--- config.mk ---
export PLATFORM = sky130hd
export DESIGN_NAME = psum_spad_ctrl
export DESIGN_NICKNAME = d
export VERILOG_FILES = /design/src/rtl/psum_spad_ctrl.sv
export SDC_FILE = /design/constraint.sdc
export NUM_CORES = 1
export LEC_CHECK = 0
export BUFFER_PORTS_ARGS = -buffer_cell sky130_fd_sc_hd__buf_2
export CAP_MARGIN = 30
export CORE_AREA = 2 2 86 88
export DETAILED_ROUTE_END_ITERATION = 8
export DIE_AREA = 0 0 88 90
export PLACE_DENSITY_LB_ADDON = 0.15
export SETUP_SLACK_MARGIN = 0.15
export SYNTH_ARGS = -nofsm -noshare
export SYNTH_HDL_FRONTEND = slang
export SYNTH_SLANG_ARGS = --single-unit
--- constraint.sdc ---
create_clock -name clk -period 6.3 [get_ports clk]
set_input_delay 1.89 -clock clk [delete_from_list [all_inputs] [get_ports clk]]
set_output_delay 1.89 -clock clk [all_outputs]
set_load 0.01 [all_outputs]
--- src/rtl/psum_spad_ctrl.sv ---
// psum_spad_ctrl: partial-sum scratchpad controller.
// Accumulates cfg_passes passes of cfg_num psums into the scratchpad and
// then drains the accumulated entries to a downstream consumer.
// Optional feature macro: PSUM_DRAIN_CLR_EN. When it is defined, each drained
// entry is also overwritten with zero (wr_zero) so that the scratchpad is
// clean for the next job.
//
// Handshake semantics (both mac_* and out_* pairs): a transfer happens on a
// rising clk edge where valid and ready are both high. valid, once raised,
// stays high with its address and flags stable until the transfer happens.
// ready may be asserted independently of valid.
module psum_spad_ctrl #(
    parameter int ADDR_W = 5,
    parameter int PASS_W = 4
) (
    input  logic              clk,
    input  logic              rstn,
    input  logic              clear,
    input  logic              start,
    input  logic [ADDR_W-1:0] cfg_num,
    input  logic [PASS_W-1:0] cfg_passes,
    input  logic              mac_valid,
    output logic              mac_ready,
    output logic              wr_en,
    output logic [ADDR_W-1:0] wr_addr,
`ifdef PSUM_DRAIN_CLR_EN
    output logic              wr_zero,
`endif
    output logic              rd_en,
    output logic [ADDR_W-1:0] rd_addr,
    output logic              first_pass,
    output logic              out_valid,
    output logic              out_last,
    input  logic              out_ready,
    output logic              busy,
    output logic              done,
    output logic [1:0]        state_dbg
);

    typedef enum logic [1:0] {
        IDLE  = 2'd0,
        ACCUM = 2'd1,
        DRAIN = 2'd2,
        DONE  = 2'd3
    } state_t;

    localparam logic [ADDR_W-1:0] A_ONE = ADDR_W'(1);
    localparam logic [PASS_W-1:0] P_ONE = PASS_W'(1);

    state_t            state, state_nxt;
    logic [ADDR_W-1:0] wcnt, wcnt_nxt;
    logic [ADDR_W-1:0] rcnt, rcnt_nxt;
    logic [PASS_W-1:0] pass, pass_nxt;
    logic [ADDR_W-1:0] num_q, num_nxt;
    logic [PASS_W-1:0] passes_q, passes_nxt;

    logic wcnt_at_end;
    logic rcnt_at_end;
    logic pass_at_end;

    // The latched count is never zero while a job runs, so num_q-1 cannot
    // underflow; the largest legal count keeps both counters inside ADDR_W.
    assign wcnt_at_end = (wcnt == num_q - A_ONE);
    assign rcnt_at_end = (rcnt == num_q - A_ONE);
    assign pass_at_end = (pass == passes_q - P_ONE);

    assign busy      = (state != IDLE);
    assign state_dbg = state;

    // State, counter and latched-config registers; reset dominates clear.
    always_ff @(posedge clk) begin
        if (!rstn) begin
            state    <= IDLE;
            wcnt     <= '0;
            rcnt     <= '0;
            pass     <= '0;
            num_q    <= '0;
            passes_q <= '0;
        end else begin
            state    <= state_nxt;
            wcnt     <= wcnt_nxt;
            rcnt     <= rcnt_nxt;
            pass     <= pass_nxt;
            num_q    <= num_nxt;
            passes_q <= passes_nxt;
        end
    end

    // Next-state, counter updates and all handshake/scratchpad outputs.
    always_comb begin
        state_nxt  = state;
        wcnt_nxt   = wcnt;
        rcnt_nxt   = rcnt;
        pass_nxt   = pass;
        num_nxt    = num_q;
        passes_nxt = passes_q;
        mac_ready  = 1'b0;
        wr_en      = 1'b0;
        wr_addr    = '0;
        rd_en      = 1'b0;
        rd_addr    = '0;
        first_pass = 1'b0;
        out_valid  = 1'b0;
        out_last   = 1'b0;
        done       = 1'b0;
`ifdef PSUM_DRAIN_CLR_EN
        wr_zero    = 1'b0;
`endif

        case (state)
            IDLE: begin
                // A zero-sized job would never terminate cleanly; drop it.
                if (start && (cfg_num != '0) && (cfg_passes != '0)) begin
                    num_nxt    = cfg_num;
                    passes_nxt = cfg_passes;
                    wcnt_nxt   = '0;
                    rcnt_nxt   = '0;
                    pass_nxt   = '0;
                    state_nxt  = ACCUM;
                end
            end

            ACCUM: begin
                mac_ready  = 1'b1;
                first_pass = (pass == '0);
                if (mac_valid) begin
                    wr_en   = 1'b1;
                    wr_addr = wcnt;
                    // Pass 0 writes the raw psum; later passes read-modify-write.
                    if (pass != '0) begin
                        rd_en   = 1'b1;
                        rd_addr = wcnt;
                    end
                    if (wcnt_at_end) begin
                        wcnt_nxt = '0;
                        pass_nxt = pass + P_ONE;
                        if (pass_at_end) begin
                            state_nxt = DRAIN;
                        end
                    end else begin
                        wcnt_nxt = wcnt + A_ONE;
                    end
                end
            end

            DRAIN: begin
                out_valid = 1'b1;
                rd_en     = 1'b1;
                rd_addr   = rcnt;
                out_last  = rcnt_at_end;
                if (out_ready) begin
                    rcnt_nxt = rcnt + A_ONE;
`ifdef PSUM_DRAIN_CLR_EN
                    wr_en    = 1'b1;
                    wr_addr  = rcnt;
                    wr_zero  = 1'b1;
`endif
                    if (rcnt_at_end) begin
                        state_nxt = DONE;
                    end
                end
            end

            DONE: begin
                done      = 1'b1;
                state_nxt = IDLE;
            end

            default: begin
                state_nxt = IDLE;
            end
        endcase

        // Abort wins over everything except reset, including a same-cycle start.
        if (clear) begin
            state_nxt = IDLE;
            wcnt_nxt  = '0;
            rcnt_nxt  = '0;
            pass_nxt  = '0;
        end
    end

endmodule

* Word-level counts from Yosys, hierarchy flattened
Index checks and enable logic that the tools add are counted.
** Cells by class
- Equality and inequality tests :: 12
- Add/sub/neg operators :: 5
- Muxes and demuxes :: 32
- Bitwise logic cells :: 1
- Reduce and logical (&&, ||, !) cells :: 16
** Operator list (count)
- 5-bit two-way mux :: 8
- 5-bit one-hot mux with 2 select lines :: 3
- 2-bit two-way mux :: 6
- 4-bit two-way mux :: 3
- 2-bit inequality test (second input constant) :: 6
- 5-bit by 1-bit adder with 5-bit output (second input constant) :: 2
- 5-bit equality test :: 2
- 1-bit two-way mux :: 9
- 2-bit one-hot mux with 4 select lines :: 1
- 4-bit one-hot mux with 2 select lines :: 1
- 4-bit nonzero test :: 2
- 3-bit AND reduction :: 2
- 6-bit AND reduction :: 1
- 2-bit nonzero test :: 3
- 5-bit nonzero test :: 1
- 5-bit by 1-bit subtractor with 5-bit output (second input constant) :: 1
- 4-bit by 1-bit adder with 4-bit output (second input constant) :: 1
- 2-bit equality test (second input constant) :: 2
- 4-bit equality test :: 1
- 4-bit zero test :: 1
- 4-bit AND reduction :: 1
- 4-bit by 1-bit subtractor with 4-bit output (second input constant) :: 1
- 2-bit by 1-bit equality test with 1-bit output (second input constant) :: 1
- 1-bit logical AND :: 2
- 5 further kinds :: 5
** Word-level totals
- Bits of input ports :: 15
- Register bits after elaboration :: 25

* Logic depth before layout (Yosys ltp)
Gate-level depths: netlist of the first run.
- Depth in word-level cells :: 6
- Gate-level depth with buffers :: 9
- Gate-level depth less buffers :: 8

* Least setup slack after synthesis of the first run
Ideal clock, no wire load.
- Path type :: in2out
- Start :: input port mac_valid
- End :: output port rd_addr[0]
- Required time :: 4410 ps
- Path slack :: 1560 ps
- Cell stages on the path :: 4
- Arrival time :: 2850 ps
- Cells stage by stage :: and2_1 a21boi_0 a22oi_1 nor2b_1
** On the way
- Longest elaborated chain between the ends :: 2
** Ends and longest elaborated chain
- start, declared :: line 22 : input logic mac_valid,
- 5-bit two-way mux :: line 126 : if (mac_valid) begin
- 5-bit one-hot mux with 2 select lines :: line 110 : case (state)
- end, declared :: line 30 : output logic [ADDR_W-1:0] rd_addr,
No other way between the ends.

* Final worst setup path of the first run
- Start :: input port mac_valid
- End :: output port rd_addr[3]
The elaborated chain is that of the path after synthesis.

==> results of run 1 <==
placed cells by master, fill, tap and decap left out, drive strengths merged, types with 2 or more instances in the layout:
| cell | count |
|---|---|
| mux2 | 2 |
| buf | 34 |
| o31ai | 3 |
| xnor2 | 11 |
| ha | 11 |
| nor2 | 10 |
| inv | 11 |
| a31oi | 2 |
| nor2b | 13 |
| and2 | 3 |
| a21oi | 9 |
| nand4 | 3 |
| nor3 | 3 |
| o211ai | 2 |
| or4 | 3 |
| o21ai | 7 |
| nand2b | 3 |
| a22oi | 6 |
| nor3b | 3 |
| dfxtp | 25 |
| mux2i | 10 |
| nand3 | 6 |
| and3 | 6 |
| nand2 | 9 |
| xor2 | 12 |
| clkbuf | 4 |
| or3 | 4 |
cell type report:
type	instances	share of cell area
Multi-Input combinational cell	152	0.564
Sequential cell	25	0.248
Timing Repair Buffer	34	0.0842
Tap cell	99	0.0613
Clock buffer	4	0.0223
Inverter	11	0.0204
metal layers:
| layer | up-vias | part of all wire | wire length [µm] |
|---|---|---|---|
| li1 | 744 | - | - |
| met5 | - | 0 | 0 |
| met1 | 672 | 0.50 | 2200 |
| met3 | 7 | 0.034 | 148 |
| met4 | 0 | 0.017 | 76 |
| met2 | 33 | 0.45 | 1970 |
worst max-delay path, cell delays in order:
cell and delay (ns):
buf_2 0.14, and2_1 0.17, a21boi_0 0.68, a22oi_1 0.15
nor2b_1 0.16, buf_2 0.14
metrics by stage:
step           instances  hold slack [ns]  setup WS, ns
6_report             325            0.525          1.08
5_1_grt              325            0.555         0.857
4_1_cts              325            0.528          1.06
3_5_place_dp         321            0.516          1.07
3_3_place_gp         321            0.516          1.15
2_1_floorplan        192            0.481          1.56
power groups by stage:
stage | Sequential, µW | Clock, µW | Combinational [µW]
final | 169 | 100 | 82.7
after global routing | 170 | 111 | 91.9
after CTS | 169 | 106 | 84.1
after detailed placement | 173 | 0 | 83.6
after global placement | 172 | 0 | 84.0
after floorplan | 171 | 0 | 62.7
flip-flops by register name, indices dropped and copies added (netlist names):
register	flops
num_q	5
rcnt	5
wcnt	5
pass	4
passes_q	4
state_dbg	2
how the worst max path moves through the flow:
stage                    from         end  slack, ns  depth (start not counted)
global placement    mac_valid  rd_addr[1]       1.15                          6
CTS                 mac_valid  rd_addr[3]       1.06                          6
floorplan           mac_valid  rd_addr[0]       1.56                          4
global route        mac_valid  rd_addr[0]       0.86                          6
finish              mac_valid  rd_addr[3]       1.08                          6
detailed placement  mac_valid  rd_addr[3]       1.07                          6
logic make-up after synthesis:
family | count (synthesis) | share of synthesized area
and+or+nand+nor | 67 | 0.224
AOI/OAI and AO/OA | 38 | 0.161
DFF | 25 | 0.294
xor gates and xnor gates | 24 | 0.132
buffers and inverters | 15 | 0.0346
muxes | 12 | 0.0721
adders and majority gates | 11 | 0.0809
==> run_results.csv, run 1 <==
group,metric,value,unit
synthesis,synth_edf_count,0,
synthesis,synth_top_area_cell,"dfxtp_1",
die,die_area,7920,µm²
timing,rsz0062_at_grt,"no",
timing,slew_headroom,0.441,
placement,port_buffers,34,
drt,drt_first_iter_violations,43,
timing,min_period,5.22,ns
die,ios,35,
finish,fill_cells,753,
power_and_ir_drop,power_frac_seq,0.480,
worst_setup_path,worstPathArrival,3.33,ns
worst_setup_path,r2r-start,"num_q[0]",
global_routing,gr-total-overflow,0,
power_and_ir_drop,p_per_area,174,nW/µm²
drt,wl,4400,µm
worst_hold_path,worstHoldPathType,"reg2reg",
global_routing,grt_pass1_vias,1411,
worst_setup_path,critPathCaptureType,"output port",
synthesis,syn_inst,192,
power_and_ir_drop,combPwrFrac,0.235,
synthesis,avgSynthCellArea,8.86,µm²
drt,vias_per_cell,4.48,
die,core,7020,µm²
die,die_w,88,µm
clock_tree,clk_pin_slew_worst_paths,0.09,ns
synthesis,synthTopCellsByCount,"dfxtp_1, nor2b_1, xor2_1",
worst_hold_path,hold_end,"pass[3]",
global_routing,use_met1,0.162,
synthesis,synth_top_area_share,0.294,
power_and_ir_drop,p_int,245,µW
power_and_ir_drop,power_leakage,0.000849,µW
worst_setup_path,crit_type,"in2out",
clock_tree,cts_setup_buffers,0,
synthesis,synth_seq_cells,25,
finish,multi_input_area,1140,µm²
clock_tree,cts_made_buffers,3,
power_and_ir_drop,total_power,352,µW
synthesis,syn-cell-area,1700,µm²
worst_setup_path,setup.worst_path.start_class,"input pin",
global_routing,grt_first_pass_wirelength,7310,µm
clock_tree,cts_root_buffer,"clkbuf_8",
clock_tree,cts_buffer_depth,2,
timing,fin_crit_sh,0.828,
clock_tree,cts_tree,"yes",
timing,fin_tns_setup,0,ns
synthesis,synth_most_common_cell,"dfxtp_1",
worst_hold_path,min_from,"pass[3]",
timing,tightest_slew,0.831,ns
finish,ff_latch_area,500,µm²
clock_tree,cts.sinks,25,
timing,slew_viol_final,0,
worst_setup_path,worstPathRequired,4.41,ns
drt,ant_nets,0,
worst_setup_path,r2r_setup_slack,3.87,ns
timing,clock_skew,0.00203,ns
global_routing,busiest_layer,"met2",
power_and_ir_drop,clkPwrFrac,0.285,
worst_hold_path,min_path_cells,2,
timing,setup_viol,0,
global_routing,grt_max_degree,16,
power_and_ir_drop,swShare,0.304,
timing,hold_viol,0,
synthesis,syn_nets,218,
finish,fin_util,0.288,
synthesis,synth_flop_cell,"dfxtp_1",
finish,final_area,2020,µm²
synthesis,yosys_warnings,0,
power_and_ir_drop,switching_power,107,µW
synthesis,synth_cell_types,43,
worst_setup_path,path_max_fanout,7,
drt,wl_per_cell,13.5,µm
die,rows,31,
clock_tree,htree_num_levels,1,
clock_tree,cts-resized-gates,0,
power_and_ir_drop,irDropWorstVdd,0.0714,mV
global_routing,grtUsageTotal,0.116,
clock_tree,insertion_delay,0.27,ns
global_routing,antenna_found_initial,0,
die,fp.dieH,90,µm
clock_tree,postCtsHoldBufs,0,
finish,areaGrowthSynthToFinish,18.9,%
drt,vias,1456,
placement,place_area,1980,µm²
drt,firstDrtPassIters,4,
die,start_util,0.242,
global_routing,grtUsageMet3,0.0174,
run,drv_cap,0,
finish,num_antenna_cells,0,
global_routing,grtUsageMet2,0.182,
synthesis,synth-seq-area-share,0.294,
finish,drive_above_1_share,0.212,
run_status,run_status,"finished, final reports clean",
synthesis,synth.area.top_cells,"dfxtp_1, ha_1, xor2_1",
finish,final_nets,253,
placement,hpwl,3500,µm
timing,fmax,192,MHz
synthesis,async_reset_ff_frac,0,
placement,gp_congestion,0.759,
worst_setup_path,rr_worst_depth,8,
drt,drc_errors,0,
worst_setup_path,worstReg2RegEnd,"state_dbg[1]",
(Power assumes the default switching activity.)
==> inputs of run 2 (changes only) <==
- ABC_AREA: unset -> 1
- CORE_AREA: 2 2 86 88 -> 2 2 89 91
- DIE_AREA: 0 0 88 90 -> 0 0 91 93
- clock period: 6.3 -> 4.3 ns (I/O delays scaled with it)
==> run 2 against run 1 <==
Compared with the run above: clock skew is 0.00068 ns higher; global-route usage is 0.076 points higher; power is 89% higher; sequential cell count stayed put; largest power group unchanged; clock power is 50% higher.
==> run_results.csv, run 2 <==
group,metric,value,unit
worst_hold_path,worstHoldPathType,"reg2reg",
die,rows,32,
timing,fin_tns_setup,0,ns
worst_setup_path,worstPathCellList,"buf_2 > nand2_2 > nor2_1 > nand2_1 > a21oi_1 > buf_2",
synthesis,synth_top_area_share,0.276,
finish,num_antenna_cells,0,
synthesis,synth_edf_count,0,
finish,final_cells,418,
die,die_area,8460,µm²
timing,tightest_slew,0.457,ns
global_routing,gr-total-overflow,0,
finish,final_common_cell,"nand2_1",
synthesis,async_reset_ff_frac,0,
global_routing,grtUsageTotal,0.117,
run_status,run_status,"finished, final reports clean",
drt,wl_met1,2220,µm
synthesis,synth-seq-area-share,0.276,
timing,slew_viol_final,0,
power_and_ir_drop,irDropWorstVdd,0.102,mV
clock_tree,postCtsHoldBufs,0,
worst_setup_path,setup.worst_path.start_class,"input pin",
synthesis,synth_cell_types,28,
power_and_ir_drop,p_per_area,310,nW/µm²
synthesis,yosys_warnings,0,
worst_setup_path,worstPathArrival,2.02,ns
synthesis,synth_top_family_by_area,"simple AND/OR/NAND/NOR gates",
clock_tree,htree_num_levels,1,
placement,post-place-cells,414,
synthesis,synth_top_area_cell,"dfxtp_1",
synthesis,synth_flop_cell,"dfxtp_1",
die,die_w,91,µm
worst_setup_path,cp_common_cell,"buf_2",
timing,slew_headroom,0.695,
power_and_ir_drop,total_power,666,µW
timing,holdWs,0.505,ns
timing,clock_skew,0.00271,ns
global_routing,grt_pass1_vias,1752,
run,drv_cap,0,
die,ios,35,
timing,setup_viol,0,
timing,rsz0062_at_grt,"no",
drt,dr_wl_met2,2380,µm
timing,fmax,302,MHz
clock_tree,cts_root_buffer,"clkbuf_8",
synthesis,syn_inst,280,
timing,hold_viol,0,
drt,firstDrtPassIters,4,
synthesis,synthTopCellsByCount,"nand2_1, inv_1, nor2_1",
worst_setup_path,slowest_delay,0.16,ns
drt,route.met3.wl,114,µm
placement,place_area,2100,µm²
finish,mostFrequentLayoutCells,"nand2_1, inv_1, nor2_1",
drt,ant_nets,0,
drt,wl_per_cell,11.5,µm
timing,fin_crit_sh,0.770,
placement,port_buffers,34,
clock_tree,clk_pin_slew_worst_paths,0.10,ns
finish,top_regs,"num_q: 5 flops, rcnt: 5 flops, wcnt: 5 flops",
global_routing,grt_max_degree,20,
worst_setup_path,path_max_fanout,7,
finish,final_nets,343,
drt,top_layer,"met4",
timing,min_period,3.31,ns
drt,drc_errors,0,
synthesis,syn-cell-area,1810,µm²
clock_tree,cts-resized-gates,0,
synthesis,synth_compound_area_frac,0.123,
clock_tree,insertion_delay,0.28,ns
clock_tree,cts_buffer_depth,2,
drt,wl,4790,µm
global_routing,antenna_found_initial,0,
finish,fill_cells,887,
worst_setup_path,crit_type,"in2out",
drt,vias,1803,
drt,vias_per_cell,4.31,
synthesis,syn_nets,306,
finish,areaGrowthSynthToFinish,18.4,%
die,core,7530,µm²
die,start_util,0.241,
finish,final_area,2150,µm²
power_and_ir_drop,power_leakage,0.000995,µW
synthesis,synth_fa_ha_area_frac,0.0760,
synthesis,synth_seq_cells,25,
synthesis,yosys.area_share.xor_xnor,0.0242,
clock_tree,cts_tree,"yes",
finish,drive_above_1_share,0.193,
synthesis,synth_most_common_cell,"nand2_1",
synthesis,avgSynthCellArea,6.47,µm²
die,fp.dieH,93,µm
worst_setup_path,worstPathRequired,3.01,ns
drt,drt_first_iter_violations,62,
synthesis,synth-simple-area-share,0.407,
worst_setup_path,critPathCaptureType,"output port",
synthesis,synth.area.top_cells,"dfxtp_1, nand2_1, inv_1",
worst_setup_path,slowest_stage,"nor2_1",
placement,hpwl,3890,µm
clock_tree,cts_setup_buffers,0,
clock_tree,cts.sinks,25,
global_routing,grt_first_pass_wirelength,7910,µm
placement,gp_congestion,0.746,
synthesis,muxShareOfSynthArea,0,
clock_tree,cts_made_buffers,3,
-- run 2: cell count changes in the layout (fill, tap and decap cells not counted), moves of 4 or more --
cell	change
a22oi_1	-6
nand3_1	+20
a21oi_1	+14
xor2_1	-7
and3_1	-6
o21ai_0	+4
nor2b_1	-13
nor2_1	+25
nor2_2	+4
nand2_1	+59
mux2i_1	-10
xnor2_1	-11
inv_1	+27
-- run 2: critical path: cells and delay by family --
family	cells	cell delay [ns]
buffers and inverters	2	0.24
AOI/OAI and AO/OA	1	0.14
and+or+nand+nor	3	0.35
-- run 2: power by group --
| part | internal, µW | switching (µW) |
|---|---|---|
| logic | 84.7 | 165 |
| registers | 249 | 17.7 |
| clock network | 65.1 | 84.5 |
| total | 399 | 267 |
-- run 2: logic make-up (layout without fill, tap and decap cells) --
logic type               Yosys count  count (layout)
AND/OR/NAND/NOR                  153             153
buffers and inverters             44              80
AO/OA/AOI/OAI                     42              42
flip-flops                        25              25
adder cells (fa/ha/maj)           11              11
XOR/XNOR                           5               5
-- run 2: routing by layer --
layer,vias up,GRT usage
met2,18,0.214
met5,-,0
li1,966,-
met3,6,0.0258
met4,0,0.0328
met1,813,0.137
-- run 2: path summary, 6_finish.rpt --
check / start / endpoint / slack, ns / cells past startpoint
setup / recovery: mac_valid / rd_addr[3] / 0.99 / 6
hold reg to reg: num_q[1] / num_q[1] / 0.50 / 2
setup reg to reg: state_dbg[0] / rcnt[4] / 2.23 / 9
hold / removal: num_q[1] / num_q[1] / 0.50 / 2
-- run 2: area by class of cell --
type	instances	area [µm²]	area share
timing repair buffer	34	170	0.0793
inverter	42	160	0.0746
multi-input combinational	211	1140	0.532
sequential	25	500	0.233
clock inverter	1	5.00	0.00233
clock buffer	3	41.3	0.0192
tap	102	128	0.0595
-- run 2: metrics by stage --
| step | worst slack, ns | utilization |
|---|---|---|
| 2_1_floorplan | 1.14 | - |
| 3_3_place_gp | 0.984 | 0.279 |
| 3_5_place_dp | 0.979 | 0.279 |
| 4_1_cts | 0.976 | 0.285 |
| 5_1_grt | 0.856 | 0.285 |
| 6_report | 0.988 | 0.285 |
